[src/rtl/instr_fetch_pkg.sv]
// Shared fetch definitions: FSM states, halt code, branch targets.
// Also read by assembler-facing tests.
package instr_fetch_pkg;

  typedef enum logic [1:0] {
    S_IDLE,
    S_RUN,
    S_HALT
  } fetch_state_e;

  localparam logic [8:0] HALT_CODE = 9'h1FF;

  localparam int TGT_W = 10;
  localparam int LUT_N = 8;

  localparam logic [TGT_W-1:0] BR_LUT [LUT_N] = '{
    10'd10,
    10'd20,
    10'd40,
    10'd100,
    10'd200,
    10'd300,
    10'd500,
    10'd1023
  };

  // Indices past the table read as 0.
  function automatic logic [TGT_W-1:0] br_target(
    input logic [31:0] i
  );
    if (i < 32'(LUT_N)) return BR_LUT[i[2:0]];
    return '0;
  endfunction

endpackage

[src/rtl/branch_lut.sv]
// Constant branch-target ROM, purely combinational.
// Ports: tgt_idx (LUT_W) in, target (PC_W) out.
module branch_lut #(
  parameter int PC_W  = 10,
  parameter int LUT_W = 3
) (
  input  logic [LUT_W-1:0] tgt_idx,
  output logic [PC_W-1:0]  target
);
  import instr_fetch_pkg::*;

  assign target = PC_W'(br_target(32'(tgt_idx)));

endmodule

[src/rtl/instr_fetch.sv]
// Instruction fetch: PC register, next-PC mux and IDLE/RUN/HALT FSM.
// Ports: clk, reset, start, stall, branch, taken, tgt_idx, mach_code in; prog_ctr, running, done out.
module instr_fetch #(
  parameter int         PC_W      = 10,
  parameter int         LUT_W     = 3,
  parameter logic [8:0] HALT_CODE = instr_fetch_pkg::HALT_CODE
) (
  input  logic             clk,
  input  logic             reset,
  input  logic             start,
  input  logic             stall,
  input  logic             branch,
  input  logic             taken,
  input  logic [LUT_W-1:0] tgt_idx,
  input  logic [8:0]       mach_code,
  output logic [PC_W-1:0]  prog_ctr,
  output logic             running,
  output logic             done
);
  import instr_fetch_pkg::*;

  localparam logic [PC_W-1:0] PC_MAX = '1;

  fetch_state_e    state_q, state_d;
  logic [PC_W-1:0] pc_q, pc_d;
  logic            running_q, running_d;
  logic            done_q, done_d;
  logic [PC_W-1:0] lut_tgt;

  branch_lut #(
    .PC_W (PC_W),
    .LUT_W(LUT_W)
  ) u_lut (
    .tgt_idx(tgt_idx),
    .target (lut_tgt)
  );

  always_comb begin
    state_d = state_q;
    pc_d    = pc_q;
    unique case (state_q)
      S_IDLE: begin
        pc_d = '0;
        if (start) state_d = S_RUN;
      end
      S_RUN: begin
        if (!stall) begin
          // Halt wins over branch; the last word halts instead of wrapping.
          if (mach_code == HALT_CODE) begin
            state_d = S_HALT;
          end else if (branch && taken) begin
            pc_d = lut_tgt;
          end else if (pc_q == PC_MAX) begin
            state_d = S_HALT;
          end else begin
            pc_d = pc_q + PC_W'(1);
          end
        end
      end
      S_HALT: begin
        if (start) begin
          state_d = S_RUN;
          pc_d    = '0;
        end
      end
      default: begin
        state_d = S_IDLE;
        pc_d    = '0;
      end
    endcase
    running_d = (state_d == S_RUN);
    done_d    = (state_d == S_HALT);
  end

  always_ff @(posedge clk) begin
    if (reset) begin
      state_q   <= S_IDLE;
      pc_q      <= '0;
      running_q <= 1'b0;
      done_q    <= 1'b0;
    end else begin
      state_q   <= state_d;
      pc_q      <= pc_d;
      running_q <= running_d;
      done_q    <= done_d;
    end
  end

  assign prog_ctr = pc_q;
  assign running  = running_q;
  assign done     = done_q;

endmodule

[config.mk]
export PLATFORM = sky130hd
export DESIGN_NAME = instr_fetch
export DESIGN_NICKNAME = d
export VERILOG_FILES = /design/src/rtl/instr_fetch_pkg.sv /design/src/rtl/branch_lut.sv /design/src/rtl/instr_fetch.sv
export SDC_FILE = /design/constraint.sdc
export NUM_CORES = 1
export LEC_CHECK = 0
export CELL_PAD_IN_SITES_DETAIL_PLACEMENT = 1
export CELL_PAD_IN_SITES_GLOBAL_PLACEMENT = 1
export CORE_ASPECT_RATIO = 0.9
export CORE_MARGIN = 2
export CORE_UTILIZATION = 32
export CTS_BUF_LIST = sky130_fd_sc_hd__clkbuf_4 sky130_fd_sc_hd__clkbuf_8 sky130_fd_sc_hd__clkbuf_16
export DETAILED_ROUTE_END_ITERATION = 8
export HOLD_SLACK_MARGIN = 0.02
export PLACE_DENSITY_LB_ADDON = 0.1
export SYNTH_ARGS = -nofsm -noshare
export SYNTH_HDL_FRONTEND = slang
export SYNTH_SLANG_ARGS = --single-unit
[constraint.sdc]
create_clock -name clk -period 2.42 [get_ports clk]
set_input_delay 0.484 -clock clk [delete_from_list [all_inputs] [get_ports clk]]
set_output_delay 0.484 -clock clk [all_outputs]
set_load 0.03 [all_outputs]
Word level (Yosys, flattened, before mapping):

Memories as Yosys holds them, arrays and structs flattened.
Index checks and enable logic that the tools add are counted.

* memory bits (read-only): 80
* input port bits: 18
* memories: 1
* logic and storage cells: 36
* bits in registers: 14

Memory list
* (name not given): words 8, width 10, rd ports 1, clocked after Yosys merged registers in 0, wr ports 0, RTL line instr_fetch_pkg.sv:31 `if (i < 32'(LUT_N)) return BR_LUT[i[2:0]];`

* bitwise gates (word level): 1
* $lt $le $gt $ge: 1
* reductions and logical operators: 4
* muxes and demuxes: 14
* add/subtract/negate cells: 1
* eq/ne operators: 10

Operators by type and width (number)
* 2-to-1 mux 10 bit: 7
* one-hot mux 10 bit (2 select lines): 1
* adder 10 x 1 -> 10 bit (second input constant): 1
* equality test 10 bit (second input constant): 1
* 2-to-1 mux 2 bit: 5
* equality test 9 bit (second input constant): 1
* != test 2 bit (second input constant): 3
* equality test 2 x 1 -> 1 bit (second input constant): 2
* equality test 2 bit (second input constant): 2
* greater-or-equal comparator 4 bit (second input constant): 1
* inverter 3 -> 4 bit: 1
* one-hot mux 2 bit (2 select lines): 1
* AND reduction 4 bit: 1
* != test 3 bit (second input constant): 1
* zero test 2 bit: 1
* OR reduction 2 bit: 1
* logical AND 1 bit: 1

Longest topological paths before layout:

* depth in word-level cells: 8
* mapped depth: 7
* mapped depth without buffers: 6

Modules after synthesis:

A second synthesis with hierarchy kept.

* cell total of the unflattened synthesis: 127
* area, all modules: 974.7 sq um

Modules (own cells, without submodules)
* instr_fetch: cells an instance 113, times used 1, area each 870.8 sq um
* branch_lut: cells an instance 14, times used 1, area each 103.8 sq um

Least setup slack after synthesis:

Ideal clock, no wire load.

* path type: register -> register
* from: reg pc_q[0], in the netlist prog_ctr[0]
* to: reg pc_q[5], in the netlist prog_ctr[5]
* data required time: 2304 ps
* data arrival time: 1762 ps
* buffers on the path: 0
* cell stages (with the launch flop): 7
* clock period less this slack: 1878 ps
* slack: 542 ps
* setup time: 116 ps
* path through: dfxtp_1 ha_1 nand3_1 nor4_4 nor4_1 or2_1 a41o_1

* word-level cells in the longest chain between the ends: 6
* elaborated cells on any way between the ends: 9
* those cells by class: add/sub: 1; eq/ne: 2; mux: 5; reduce/logical: 1

RTL lines
* start: declaration: RTL line instr_fetch.sv:25 `logic [PC_W-1:0] pc_q, pc_d;`
* start signal: assignment: RTL line instr_fetch.sv:83 `pc_q <= pc_d;`
* adder 10 x 1 -> 10 bit: RTL line instr_fetch.sv:56 `pc_d = pc_q + PC_W'(1);`
* 2-to-1 mux 10 bit: RTL line instr_fetch.sv:53 `end else if (pc_q == PC_MAX) begin`
* 2-to-1 mux 10 bit: RTL line instr_fetch.sv:51 `end else if (branch && taken) begin`
* 2-to-1 mux 10 bit: RTL line instr_fetch.sv:49 `if (mach_code == HALT_CODE) begin`
* 2-to-1 mux 10 bit: RTL line instr_fetch.sv:47 `if (!stall) begin`
* one-hot mux 10 bit (2 select lines): RTL line instr_fetch.sv:41 `unique case (state_q)`

Several ways; a longest one is shown, not always the timed one. The select of a mux whose other input is x is not followed.
A chain may end at the register's enable or synchronous reset.

Worst setup path in the final report:

Same ends and word-level chain as after synthesis.

==> results.txt <==
Port buffer count: 29
Sequential-to-total area share from yosys stat: 0.295
Row count: 18
Initial antenna violation count: 0
RSZ-0062 raised after global routing: no
Fin crit period: 2020 ps
Cells on worst reg2reg path: 7
Post-Syn Instances: 120
Fmax: 494 MHz
Mapped Area: 950 sq um
Chip width: 61.4 microns
Initial DRC Count: 43
# setup viols final: 0
CTS Hold Bufs: 0
Largest net degree at the start of global routing: 13
Die H: 55.7 microns
Ys async rst share: 0
Synthesized area per cell: 7.91 sq um
Power Density: 409 mW/mm^2
WL/cell: 16.0 microns
Crit start category: flip-flop
DRC errors left: 0
Seq pwr share: 0.455
Area Growth Syn to Fin: 37.7%
Prevailing post-synth register cell: dfxtp_1
Maximum VDD drop: 0.283 mV
Met3 WL post-DR: 85 microns
Top cells by area, synth: dfxtp_1 (30%), a21oi_1 (5.3%), o21ai_0 (4.7%)
Resized cells post-CTS: 0
Rel. slew slack: 0.647
GPL Wtd Cong: 0.860
WS Path Type: reg -> reg
Multi-input gate area: 617 sq um
Filler Cells Inserted: 359
Top sig layer: met4
Post-synth EDFFs: 0
Drt via density: 5.46
Post-CTS setup buffers: 0
Register area: 280 sq um
Final Total Pwr: 535 uW
Max clock buf depth: 2
Outcome: complete, no violations
Combinational power share: 0.214
CP Data Arrival Time: 2210 ps
Yosys top cell by area: dfxtp_1
Reg clk slew, reported paths: 100 ps
H-tree depth: 1
Setup tns final: 0 ps
Pleak: 0.000462 uW
Die footprint: 0.00342 sq mm
Net Count, Synth: 139
Post-synth top area share: 0.295
Number of buffers created by CTS: 3
Nature of the critical path endpoint: flip-flop
Non-filler cells, final: 188
Final Hold Fails: 0
Core area: 0.00279 sq mm
Clock latency on the worst-skew pair: 290 ps
Worst slew pin tran: 528 ps
CTS tree: built
Detail Route met2 WL: 1.47 mm
WL met1: 1.44 mm
HPWL Detailed: 2.39 mm
Initial core utilization: 0.340
Share of cells above drive strength 1: 0.101
Post-route clock skew: 3.29 ps
DR pass1 iterations: 8
Delay of the slowest cell on the worst path: 430 ps
# diodes: 0
Total track usage: 0.193
Global-route wire length before repair: 4.96 mm
Hold path depth: 1
Final Cycle Share: 0.836
Internal power: 382 uW
Cells after DPL: 184
Sw frac: 0.286
Vias: 1027
Remaining antenna violation count after routing: 0
Crit Path Max Fanout: 12
Vias in the first global route: 1036
Final wirelength: 3.01 mm
Worst path slowest cell: dfxtp_1
CP required: 2610 ps
Final Max Tran Viols: 0
Overflow after GRT: 0
HP Class: reg -> reg
Psw: 153 uW
Synthesis-stage register bit count: 14
Util after Layout: 0.468
Root Driver: clkbuf_4
Nets: 168
Yosys Warn Count: 0
Clk pwr share: 0.332
Number of clock sinks: 14
Num ports: 30
Yosys cell types: 46
Max cap viols: 0
Worst-path cell chain: ha_1 > nand3_1 > nor4_4 > nor4_1 > buf_4 > or2_1 > a41o_1
[path summary, 6_finish.rpt]
check                                 start     endpoint  slack [ps]
worst max-delay path            prog_ctr[0]  prog_ctr[5]         400
worst min-delay path            prog_ctr[1]  prog_ctr[1]         520
worst max register to register  prog_ctr[0]  prog_ctr[5]         400
worst min register to register  prog_ctr[1]  prog_ctr[1]         520
[critical path, delay by kind of cell, from the launching register on]
family          cells  cell delay [ps]
flops               1              430
compound gates      1              220
buf+inv             1              190
fa+ha+maj           1              230
simple gates        4              860
[per-stage QoR]
step | hold WS [ps] | instance area [sq um] | setup slack, ps
2_1_floorplan | 579 | 950 | 542
3_3_place_gp | 511 | 1270 | 199
3_5_place_dp | 507 | 1270 | 145
4_1_cts | 521 | 1310 | 382
5_1_grt | 552 | 1310 | 223
6_report | 520 | 1310 | 396
[layer usage]
metal  up-vias  GRT usage
met1       494      0.249
li1        510          -
met4         0     0.0182
met5         -          0
met3         2     0.0581
met2        21      0.325
[power by group through the flow]
stage	sequential (uW)	clock, uW	combinational (uW)
global route	244	196	126
global placement	248	0	111
detailed placement	248	0	114
CTS	243	183	115
floorplan	256	0	53.6
finish	243	177	114
[state kept, by name (all words and copies together) (netlist names)]
signal and flops:
done 1, prog_ctr 10, running 1, state_q 2
[layout make-up]
type,instances,area share
Inverter,5,0.0144
Tap cell,40,0.0383
Timing Repair Buffer,31,0.233
Sequential cell,14,0.214
Clock buffer,4,0.0278
Multi-Input combinational cell,94,0.472
[layout by cell type (no fill, tap or decap), types with 4 or more instances in the layout]
| master | instances |
|---|---|
| clkdlybuf4s50_1 | 29 |
| dfxtp_1 | 14 |
| nand2_1 | 11 |
| a21oi_1 | 10 |
| o21ai_0 | 9 |
| nor2_1 | 7 |
| nand3_1 | 6 |
| inv_1 | 5 |
| nand2b_1 | 4 |
[cell families (layout without fill, tap and decap cells)]
| logic type | Yosys count | count (layout) | share of synthesized area |
|---|---|---|---|
| simple gates | 50 | 50 | 0.318 |
| compound gates | 40 | 40 | 0.291 |
| flops | 14 | 14 | 0.295 |
| buf+inv | 12 | 40 | 0.0553 |
| xor+xnor | 3 | 3 | 0.0277 |
| fa+ha+maj | 1 | 1 | 0.0132 |
[cells in the mapped netlist (2+ instances only)]
| master | count |
|---|---|
| a21oi_1 | 10 |
| and2_1 | 2 |
| and3_1 | 3 |
| clkbuf_1 | 6 |
| dfxtp_1 | 14 |
| inv_1 | 5 |
| nand2_1 | 11 |
| nand2b_1 | 4 |
| nand3_1 | 6 |
| nor2_1 | 7 |
| nor3_1 | 2 |
| nor3b_1 | 2 |
| o21ai_0 | 9 |
| o221ai_1 | 2 |
| o2bb2ai_1 | 3 |
| o31ai_1 | 2 |
| or3_1 | 2 |
| xnor2_1 | 2 |
Power figures use the tool's default switching activity.
==> edit (same flow settings) <==
Make the reset (`reset`) asynchronous in one clocked block.
--- a/src/rtl/instr_fetch.sv
+++ b/src/rtl/instr_fetch.sv
@@ -72,7 +72,7 @@
     done_d    = (state_d == S_HALT);
   end
 
-  always_ff @(posedge clk) begin
+  always_ff @(posedge clk or posedge reset) begin
     if (reset) begin
       state_q   <= S_IDLE;
       pc_q      <= '0;
Check against the original RTL: differs if reset is asserted again (counterexample within 4 cycles, from zero or initial values and one cycle with reset high); with reset held inactive, the same outputs for 10 cycles.
==> edit against the original RTL <==
  * Setup slack worse by 0.053 ns
  * Utilization grew 1.7 points
  * Synthesized area is 1.7% higher
  * Routed wire length grew 2.8%
  * Sequential cell count stayed put
  * Fmax is 2.6% lower
  * Design area increased by 4.4%
Power is not compared: it rests on default switching activity, and its combinational part moved more than twofold at a synthesized area within 25%.
==> edit: results (changes against the original RTL) <==
- Largest net degree at the start of global routing: 16 (was 13)
- Max reg flops: 10 (unchanged)
- Drt first-iter violations: 26 (was 43)
- Antenna diode count: 0 (unchanged)
- # Post-CTS Setup Buffers: 0 (unchanged)
- Clock root cell: clkbuf_4 (unchanged)
- Dominant cells by area after synthesis: dfrtp_1 (36%), a32o_1 (5.2%), nand2_1 (4.7%) (was dfxtp_1 (30%), a21oi_1 (5.3%), o21ai_0 (4.7%))
- Netlist cell types: 40 (was 46)
- Total number of vias: 1013 (was 1027)
- Worst r2r path cells: 7 (unchanged)
- Port Buffers: 29 (unchanged)
- Clock Path Buffers: 2 (unchanged)
- VDD IR-drop max: 0.393 mV
- Asr flop ratio synth: 100% (was 0%)
- RePlAce Congestion: 0.857 (was 0.860)
- Reg-to-Reg End: prog_ctr[5]$_DFFE_PP0P_ (was prog_ctr[5]$_SDFFE_PP0P_)
- Drt pass-1 iters: 4 (was 8)
- Placed Area: 0.00133 mm² (was 0.00127 mm²)
- Lkg Pwr: 0.000564 µW
- DRT met1 WL: 1430 µm (was 1440 µm)
- Initial antenna violation count: 0 (unchanged)
- Relative slew slack: 51.3% (was 64.7%)
- Post-Syn Nets: 128 (was 139)
- Syn. warnings: 0 (unchanged)
- CP max-delay cell: nor4_2 (was dfxtp_1)
- WL per Instance: 16.9 µm (was 16.0 µm)
- H-tree level count: 1 (unchanged)
- Max FO, Critical Path: 6 (was 12)
- Vias in the first global route: 1027 (was 1036)
- Share of post-route cells with drive strength above 1: 11.9% (was 10.1%)
- Fillcell total: 341 (was 359)
- Highest metal used: met4 (unchanged)
- Most frequent cells after synthesis: dfrtp_1 (14), nand2_1 (12), o21ai_0 (8) (was dfxtp_1 (14), nand2_1 (11), a21oi_1 (10))
- Seq/Total Area, Yosys: 36.3% (was 29.5%)
- Top Family by Delay on Critical Path: simple AND/OR/NAND/NOR gates (unchanged)
- Status: complete, no violations (unchanged)
- Cell internal pwr: 631 µW
- CTS Buf Count: 3 (unchanged)
- # resized after CTS: 0 (unchanged)
- Total track usage: 19.2% (was 19.3%)
- Cells after Synth: 109 (was 120)
- Post-route clock skew: 0.00552 ns (was 0.00329 ns)
- Layout Cells excl Fill: 183 (was 188)
- R2r startpoint: prog_ctr[0]$_DFFE_PP0P_ (was prog_ctr[0]$_SDFFE_PP0P_)
- Hold_ws: 0.527 ns (was 0.520 ns)
- First-pass GRT wire length: 4940 µm (was 4960 µm)
- Dpl hpwl: 2450 µm (was 2390 µm)
- Pre-CTS setup slack: 0.0627 ns (was 0.145 ns)
- Layout Nets: 163 (was 168)
- Metal2 WL: 1470 µm (about the same)
- Clock transition at path regs: 0.09 ns
- DR WL met3: 152 µm (was 85 µm)
- Worst hold path class: input port to async pin (was flop to flop)
- CP max stage delay: 0.61 ns (was 0.43 ns)
- Internal reg-to-reg setup slack: 0.34 ns (was 0.40 ns)
-- edit: cell families (layout without fill, tap and decap cells) --
family          count (synthesis)  in the layout  share of synthesized area (%)
fa+ha+maj                       1              1                           1.30
simple gates                   47             47                           31.0
compound gates                 38             38                           27.2
flops                          14             14                           36.3
buf+inv                         9             43                           4.27
-- edit: power by group through the flow --
stage	logic (µW)	registers [µW]	clock network, µW
2_1_floorplan	175	523	0
3_3_place_gp	518	406	0
5_1_grt	564	424	192
4_1_cts	527	406	181
6_report	524	408	179
3_5_place_dp	523	411	0
-- edit: worst max-delay path by stage --
stage | startpoint | to | slack, ns | cells after the start
floorplan | prog_ctr[0]$_DFFE_PP0P_ | prog_ctr[5]$_DFFE_PP0P_ | 0.46 | 6
global placement | branch | prog_ctr[5]$_DFFE_PP0P_ | 0.09 | 7
detailed placement | taken | prog_ctr[5]$_DFFE_PP0P_ | 0.06 | 7
CTS | prog_ctr[0]$_DFFE_PP0P_ | prog_ctr[5]$_DFFE_PP0P_ | 0.35 | 7
global route | prog_ctr[0]$_DFFE_PP0P_ | prog_ctr[5]$_DFFE_PP0P_ | 0.23 | 7
finish | prog_ctr[0]$_DFFE_PP0P_ | prog_ctr[5]$_DFFE_PP0P_ | 0.34 | 7
-- edit: final cells by class --
class | count | area, µm² | share of cell area [%]
Clock buffer | 4 | 36.3 | 2.66
Sequential cell | 14 | 350 | 25.7
Tap cell | 40 | 50.0 | 3.67
Multi-Input combinational cell | 86 | 574 | 42.1
Timing Repair Buffer | 36 | 343 | 25.1
Inverter | 3 | 11.3 | 0.825
-- edit: layer usage --
metal | GRT usage (%) | up-vias
met5 | 0 | -
met4 | 3.95 | 0
met3 | 4.19 | 4
met2 | 30.5 | 27
met1 | 26.5 | 497
li1 | - | 485
